File: config.mk
export PLATFORM = sky130hd
export DESIGN_NAME = core_mem_stage
export DESIGN_NICKNAME = d
export VERILOG_FILES = /design/src/rtl/core_mem_stage.sv
export SDC_FILE = /design/constraint.sdc
export NUM_CORES = 1
export LEC_CHECK = 0
export BUFFER_PORTS_ARGS = -buffer_cell sky130_fd_sc_hd__buf_2
export CAP_MARGIN = 5
export CORE_MARGIN = 2
export CORE_UTILIZATION = 40
export DETAILED_ROUTE_END_ITERATION = 10
export GPL_ROUTABILITY_DRIVEN = 1
export HOLD_SLACK_MARGIN = 0.02
export PLACE_DENSITY_LB_ADDON = 0.15
export SETUP_SLACK_MARGIN = 0.4
export SLEW_MARGIN = 20
export SYNTH_ARGS = -nofsm -noshare
export SYNTH_HDL_FRONTEND = slang
export SYNTH_SLANG_ARGS = --single-unit
File: constraint.sdc
create_clock -name clk_i -period 4.12 [get_ports clk_i]
set_input_delay 0.824 -clock clk_i [delete_from_list [all_inputs] [get_ports clk_i]]
set_output_delay 0.824 -clock clk_i [all_outputs]
set_load 0.01 [all_outputs]
File: src/rtl/core_mem_stage.sv
// rtl/core_mem_stage.sv - MEM-stage load/store unit driving a req/gnt/rvalid data-memory port
module core_mem_stage #(
    parameter int unsigned XLEN    = 32,
    parameter int unsigned TIMEOUT = 16
) (
    input  logic            clk_i,
    input  logic            rstn_i,
    input  logic            valid_i,
    input  logic            mem_read_i,
    input  logic            mem_write_i,
    input  logic [2:0]      funct3_i,
    input  logic [XLEN-1:0] addr_i,
    input  logic [XLEN-1:0] wr_data_i,
    output logic            stall_o,
    output logic            done_o,
    output logic            misalign_o,
    output logic            err_o,
    output logic [XLEN-1:0] dmem_rd_data_o,
    output logic            dmem_req_o,
    output logic            dmem_we_o,
    output logic [XLEN-1:0] dmem_addr_o,
    output logic [3:0]      dmem_be_o,
    output logic [XLEN-1:0] dmem_wdata_o,
    input  logic            dmem_gnt_i,
    input  logic            dmem_rvalid_i,
    input  logic [XLEN-1:0] dmem_rdata_i
);

    typedef enum logic [1:0] {
        S_IDLE,
        S_REQ,
        S_WAIT,
        S_DONE
    } state_t;

    localparam logic [31:0] TMO = TIMEOUT;

    state_t      state_q, state_d;
    logic [31:0] addr_q, addr_d;
    logic [2:0]  funct3_q, funct3_d;
    logic        we_q, we_d;
    logic [3:0]  be_q, be_d;
    logic [31:0] wdata_q, wdata_d;
    logic [31:0] rd_data_q, rd_data_d;
    logic        err_q, err_d;
    logic [31:0] cnt_q, cnt_d;

    logic        mem_op;
    logic        is_byte;
    logic        is_half;
    logic        misaligned;
    logic        expired;
    logic [31:0] shifted;
    logic [15:0] half_sel;
    logic [31:0] load_ext;

    // Stores only recognise SB/SH explicitly; every other store code is a full word.
    always_comb begin
        mem_op     = valid_i & (mem_read_i | mem_write_i);
        is_byte    = (funct3_i == 3'b000) | (mem_read_i & (funct3_i == 3'b100));
        is_half    = (funct3_i == 3'b001) | (mem_read_i & (funct3_i == 3'b101));
        misaligned = is_half ? addr_i[0] : (!is_byte && (addr_i[1:0] != 2'b00));
        expired    = (TMO != 32'd0) && ((cnt_q + 32'd1) >= TMO);
    end

    always_comb begin
        shifted  = dmem_rdata_i >> {addr_q[1:0], 3'b000};
        half_sel = addr_q[1] ? dmem_rdata_i[31:16] : dmem_rdata_i[15:0];
        case (funct3_q[1:0])
            2'b00:   load_ext = {{24{~funct3_q[2] & shifted[7]}}, shifted[7:0]};
            2'b01:   load_ext = {{16{~funct3_q[2] & half_sel[15]}}, half_sel};
            default: load_ext = dmem_rdata_i;
        endcase
    end

    always_comb begin
        state_d   = state_q;
        addr_d    = addr_q;
        funct3_d  = funct3_q;
        we_d      = we_q;
        be_d      = be_q;
        wdata_d   = wdata_q;
        rd_data_d = rd_data_q;
        err_d     = err_q;
        cnt_d     = cnt_q;

        stall_o      = 1'b0;
        done_o       = 1'b0;
        misalign_o   = 1'b0;
        err_o        = 1'b0;
        dmem_req_o   = 1'b0;
        dmem_we_o    = 1'b0;
        dmem_addr_o  = '0;
        dmem_be_o    = 4'b0000;
        dmem_wdata_o = '0;

        case (state_q)
            S_IDLE: begin
                if (mem_op) begin
                    if (misaligned) begin
                        misalign_o = 1'b1;
                    end else begin
                        stall_o  = 1'b1;
                        state_d  = S_REQ;
                        addr_d   = addr_i;
                        funct3_d = funct3_i;
                        we_d     = mem_write_i;
                        err_d    = 1'b0;
                        cnt_d    = 32'd0;
                        if (is_byte) begin
                            be_d    = 4'b0001 << addr_i[1:0];
                            wdata_d = {4{wr_data_i[7:0]}};
                        end else if (is_half) begin
                            be_d    = 4'b0011 << addr_i[1:0];
                            wdata_d = {2{wr_data_i[15:0]}};
                        end else begin
                            be_d    = 4'b1111;
                            wdata_d = wr_data_i;
                        end
                    end
                end
            end
            S_REQ: begin
                stall_o      = 1'b1;
                dmem_req_o   = 1'b1;
                dmem_we_o    = we_q;
                dmem_addr_o  = {addr_q[31:2], 2'b00};
                dmem_be_o    = be_q;
                dmem_wdata_o = wdata_q;
                cnt_d        = cnt_q + 32'd1;
                // A grant on the final allowed cycle still counts as accepted.
                if (dmem_gnt_i) begin
                    state_d = we_q ? S_DONE : S_WAIT;
                end else if (expired) begin
                    state_d = S_DONE;
                    err_d   = 1'b1;
                    if (!we_q) begin
                        rd_data_d = 32'd0;
                    end
                end
            end
            S_WAIT: begin
                stall_o = 1'b1;
                cnt_d   = cnt_q + 32'd1;
                if (dmem_rvalid_i) begin
                    rd_data_d = load_ext;
                    state_d   = S_DONE;
                end else if (expired) begin
                    rd_data_d = 32'd0;
                    err_d     = 1'b1;
                    state_d   = S_DONE;
                end
            end
            S_DONE: begin
                done_o  = 1'b1;
                err_o   = err_q;
                state_d = S_IDLE;
            end
            default: state_d = S_IDLE;
        endcase
    end

    always_comb dmem_rd_data_o = rd_data_q;

    always_ff @(posedge clk_i) begin
        if (!rstn_i) begin
            state_q   <= S_IDLE;
            addr_q    <= 32'd0;
            funct3_q  <= 3'b000;
            we_q      <= 1'b0;
            be_q      <= 4'b0000;
            wdata_q   <= 32'd0;
            rd_data_q <= 32'd0;
            err_q     <= 1'b0;
            cnt_q     <= 32'd0;
        end else begin
            state_q   <= state_d;
            addr_q    <= addr_d;
            funct3_q  <= funct3_d;
            we_q      <= we_d;
            be_q      <= be_d;
            wdata_q   <= wdata_d;
            rd_data_q <= rd_data_d;
            err_q     <= err_d;
            cnt_q     <= cnt_d;
        end
    end

endmodule

; ---- After elaboration in Yosys (flattened, before gate mapping)
; Index checks and enable logic that the tools add are counted.
[totals]
output_inout_bits = 106
wordCells = 95
ram_bits = 0
romBits = 0
input_bits = 106
regBits = 139
latchBits = 0
mem_count = 0
[classes]
n_reduce_logical = 15
mul = 0
eq_ne = 14
n_shift = 3
order_cmp = 1
n_addsub = 1
n_div = 0
n_mux = 42
n_bitwise = 10
[op_table]
columns = cell, count
row1 = 32-bit two-way mux, 11
row2 = 32-bit one-hot mux with 2 select lines, 3
row3 = 32-bit by 1-bit adder with 32-bit output (second input constant), 1
row4 = 32-bit by 5-bit >= comparator with 1-bit output (second input constant), 1
row5 = 32-bit by 5-bit right shift with 8-bit output, 1
row6 = 1-bit two-way mux, 16
row7 = 16-bit two-way mux, 1
row8 = 4-bit two-way mux, 3
row9 = 2-bit != test (second input constant), 6
row10 = 2-bit two-way mux, 5
row11 = 5-bit AND reduction, 2
row12 = 2-bit one-hot mux with 4 select lines, 1
row13 = 3-bit equality test (second input constant), 2
row14 = 3-bit AND reduction, 2
row15 = 2-bit nonzero test, 3
row16 = 1-bit AND, 5
row17 = 2-bit by 1-bit equality test with 1-bit output (second input constant), 2
row18 = 2-bit equality test (second input constant), 2
row19 = 2-bit logical NOT, 2
row20 = 1-bit by 2-bit left shift with 4-bit output (first input constant), 1
row21 = 2-bit by 2-bit left shift with 4-bit output (first input constant), 1
row22 = 3-bit by 1-bit equality test with 1-bit output (second input constant), 1
row23 = 3-bit logical NOT, 1
row24 = 3-bit != test (second input constant), 1
row25 = other kinds (9), 12

; ---- Depth between registers and ports, before layout
[logic_depth]
ltp_word = 9
depth_mapped = 11
mapped_depth_nobuf = 10

; ---- Worst setup path after synthesis
; Ideal clock, no wire load.
[synth_path]
kind = in2out
startpoint = input addr_i[0]
endpoint = output stall_o
setup_slack_ns = 1.168
stages = 8
arrival_time_ns = 2.128
t_required_ns = 3.296
cell_sequence = inv_1 > ha_1 > inv_1 > o21a_1 > or3_1 > clkbuf_1 > clkbuf_1 > a21oi_1
[synth_between]
elab_chain_len = 6
[synth_lines]
columns = element, line
row1 = from (decl), 12  ; input logic [XLEN-1:0] addr_i,
row2 = 2-bit nonzero test, 62  ; misaligned = is_half ? addr_i[0] : (!is_byte && (addr_i[1:0] != 2'b00));
row3 = 1-bit logical AND, 62
row4 = 1-bit two-way mux (*), 62
row5 = 1-bit two-way mux (*), 100  ; if (misaligned) begin
row6 = 1-bit two-way mux (*), 99  ; if (mem_op) begin
row7 = 1-bit one-hot mux with 2 select lines (*), 97  ; case (state_q)
row8 = to (decl), 14  ; output logic stall_o,
; Mark *: on every way between the ends. The rest lies on a longest branch, timed or not.

; ---- Worst setup path after layout
[layout_path]
startpoint = register cnt_q[0]
endpoint = register rd_data_q[17] (netlist: dmem_rd_data_o[17])
[layout_between]
elab_chain_len = 4
word_cells_on_any_way = 5
[layout_lines]
columns = element, line
row1 = from (decl), 46  ; logic [31:0] cnt_q, cnt_d;
row2 = from (signal assigned), 185  ; cnt_q <= cnt_d;
row3 = 32-bit by 1-bit adder with 32-bit output (*), 63  ; expired = (TMO != 32'd0) && ((cnt_q + 32'd1) >= TMO);
row4 = 32-bit by 5-bit >= comparator with 1-bit output (*), 63
row5 = 3-bit != test (no source line) or 2-bit != test (tied branches), --
row6 = 5-bit AND reduction (no source line) (*), --
row7 = to (signal assigned), 183  ; rd_data_q <= rd_data_d;
row8 = to (decl), 44  ; logic [31:0] rd_data_q, rd_data_d;
; Marked as above.
; A chain may end at the register's enable or synchronous reset.

==> metrics.yaml <==
outcome:
  status: "completed"
sta:
  finalCriticalPeriod_ps: 3280
  hold_viol: 0
  whs_ps: 448
  fmax_mhz: 305
  setup_tns_ps: 0
  clock_skew_ps: 13.2
  final-max-slew-violation-count: 0
  rsz0062_at_grt: "false"
  period_share_pct: 79.5
  setup_viol: 0
  slew-limit-headroom_pct: 44.1
  tightestPinTransition_ps: 838
critical_path:
  crit_type: "reg -> reg"
  crit_fanout: 32
  cp-end-kind: "flip-flop"
  critPathRequiredTime_ps: 4480
  arrival_ps: 3640
  start_kind: "flip-flop"
grt:
  antenna_found_initial: 2
  overflow: 0
  grt_max_degree: 67
  grt_pass1_vias: 7123
  globalRouteTotalUtil_pct: 22.2
  grt_pass1_wl_mm: 36.3
finish:
  final_common_cell: "buf_2"
  areaGrowthSynthToFinish_pct: 22.4
  drive_gt1_share_pct: 23.3
  fin_nets: 1291
  multi_input_area_um2: 4490
  mostFrequentLayoutCells: "buf_2, nand2_1, dfxtp_1"
  regArea_um2: 2780
  fillers: 1911
detailed_routing:
  vias_per_cell: 5.29
  drc: 0
  wirelength_mm: 23.1
  drtPass1Iterations: 5
  avgRoutedWirePerCell_um: 15.9
  drt_iter0_drc: 447
  ant_nets: 0
  num_vias: 7678
synth:
  ys_ff_latch: 139
  ys_warn_count: 0
  synthFlopType: "dfxtp_1"
  synth-edff-count: 0
  syn_avg_cell_area_um2: 7.66
  synth.distinct_cells: 58
  synth_cells: 1012
  syn-cell-area_um2: 7750
  synth.yosys.seq_area_share_pct: 35.9
  async_flop_share_pct: 0
clock_network:
  post_cts_buffers: 0
  clock_latency_ps: 430
  cts_tree: "yes"
  hold_buffers: 0
  path_clk_slew_ps: 60
  numCtsBuffers: 17
  htree_levels: 4
  clock-sinks: 139
  root_buffer: "clkbuf_16"
  cts_buffer_depth: 2
job:
  cap_violations: 0
floorplanning:
  die-area_um2: 20500
  ios: 212
  row_count: 50
  die_w_um: 143
  core_um2: 18800
  start_util_pct: 41.2
  die_h_um: 143
placed_design:
  gp_congestion: 0.901
  io_buffers: 209
  hpwlAfterDp_mm: 16.1
min_path:
  hold_path_class: "reg -> reg"
pwr:
  ir_drop_mv: 0.353
  powerDensity_nw_per_um2: 365
  p_leak_nw: 4.15
==> logic make-up (layout without fill, tap and decap cells) <==
| logic type | Yosys count | count (layout) | synth area share (%) |
|---|---|---|---|
| mux | 62 | 62 | 8.01 |
| compound gates | 236 | 236 | 19.0 |
| simple gates | 442 | 442 | 27.9 |
| other cells | 1 | 5 | 0.0484 |
| buf+inv | 113 | 288 | 6.42 |
| xor+xnor | 9 | 9 | 1.02 |
| flops | 139 | 139 | 35.9 |
| fa+ha+maj | 10 | 10 | 1.61 |
==> power breakdown <==
part           total [W]  internal [W]  switching, W
clock            0.00149      0.000867      0.000623
combinational   0.000538      0.000187      0.000351
sequential       0.00143       0.00140     0.0000347
total            0.00346       0.00245       0.00101
==> cells in the mapped netlist, drive strengths merged (6+ instances only) <==
master	n	area (um^2)
a311oi	7	61.3
mux2i	62	621
nor2	92	345
inv	30	113
ha	10	125
o21ai	53	265
nand2	169	634
buf	19	145
a211oi	27	203
nor3	18	101
nand3	16	85.1
o221ai	7	61.3
clkbuf	64	240
a221o	9	90.1
and3	14	87.6
and4	6	52.6
xnor2	8	70.1
nand4	19	140
a21oi	89	445
dfxtp	139	2780
nor4	12	93.8
or4	8	63.8
a31oi	10	77.6
and2	72	450
==> worst max-delay path: stages, from the launching register on <==
cell and delay, ps:
dfxtp_1 440, ha_1 260, nand4_1 180, or4_1 580
o31ai_1 250, nand4_1 140, nor4_2 360, nand2_1 190
a31oi_4 190, buf_6 360, mux2i_1 230
==> path summary, 6_finish.rpt <==
check / start / cells after the start / endpoint / slack [ps]
max: cnt_q[0] / 10 / dmem_rd_data_o[17] / 840
min: addr_q[3] / 2 / addr_q[3] / 450
min reg2reg: addr_q[3] / 2 / addr_q[3] / 450
max reg2reg: cnt_q[0] / 10 / dmem_rd_data_o[17] / 840
==> flip-flops by register name (all words and copies together) (netlist names) <==
signal and cells:
be_q 4, dmem_rd_data_o 32, cnt_q 32, state_q 2
addr_q 32, err_q 1, we_q 1, wdata_q 32
funct3_q 3
==> through the flow <==
step,setup slack (ps),utilization (%),instance area (um^2),power (W),instances
final,843,50.4,9480,0.00346,1451
after global routing,524,50.3,9480,0.00362,1448
after CTS,733,50.3,9470,0.00350,1448
after detailed placement,738,47.3,8900,0.00200,1416
after global placement,822,47.2,8900,0.00200,1416
after floorplan,1170,-,7750,0.00179,1013
==> timing repair <==
| item | CTS | global route |
|---|---|---|
| resized for setup | 0 | 1 |
| setup endpoints to repair | 0 | 2 |
| hold endpoints to repair | 0 | 0 |
==> per-layer routing <==
layer  routed length, um  global-route usage [%]  share of wire (%)  vias up
met1               10100                    28.4                 44     3502
met2               10600                    35.4                 46      281
met3                2080                    7.61                9.0       27
li1                    -                       -                  -     3868
met5                   0                       0                  0        -
met4                 369                    6.88                1.6        0
==> layout make-up <==
type                    count  area share [%]
flip-flops and latches    139            29.3
inverters                  30            1.20
repair buffers            226            12.5
well taps                 260            3.43
clock buffers              20            4.82
diodes                      3          0.0792
multi-input cells         761            47.4
clock inverters            12            1.20
Note: power is estimated with default switching activity, not from simulation.
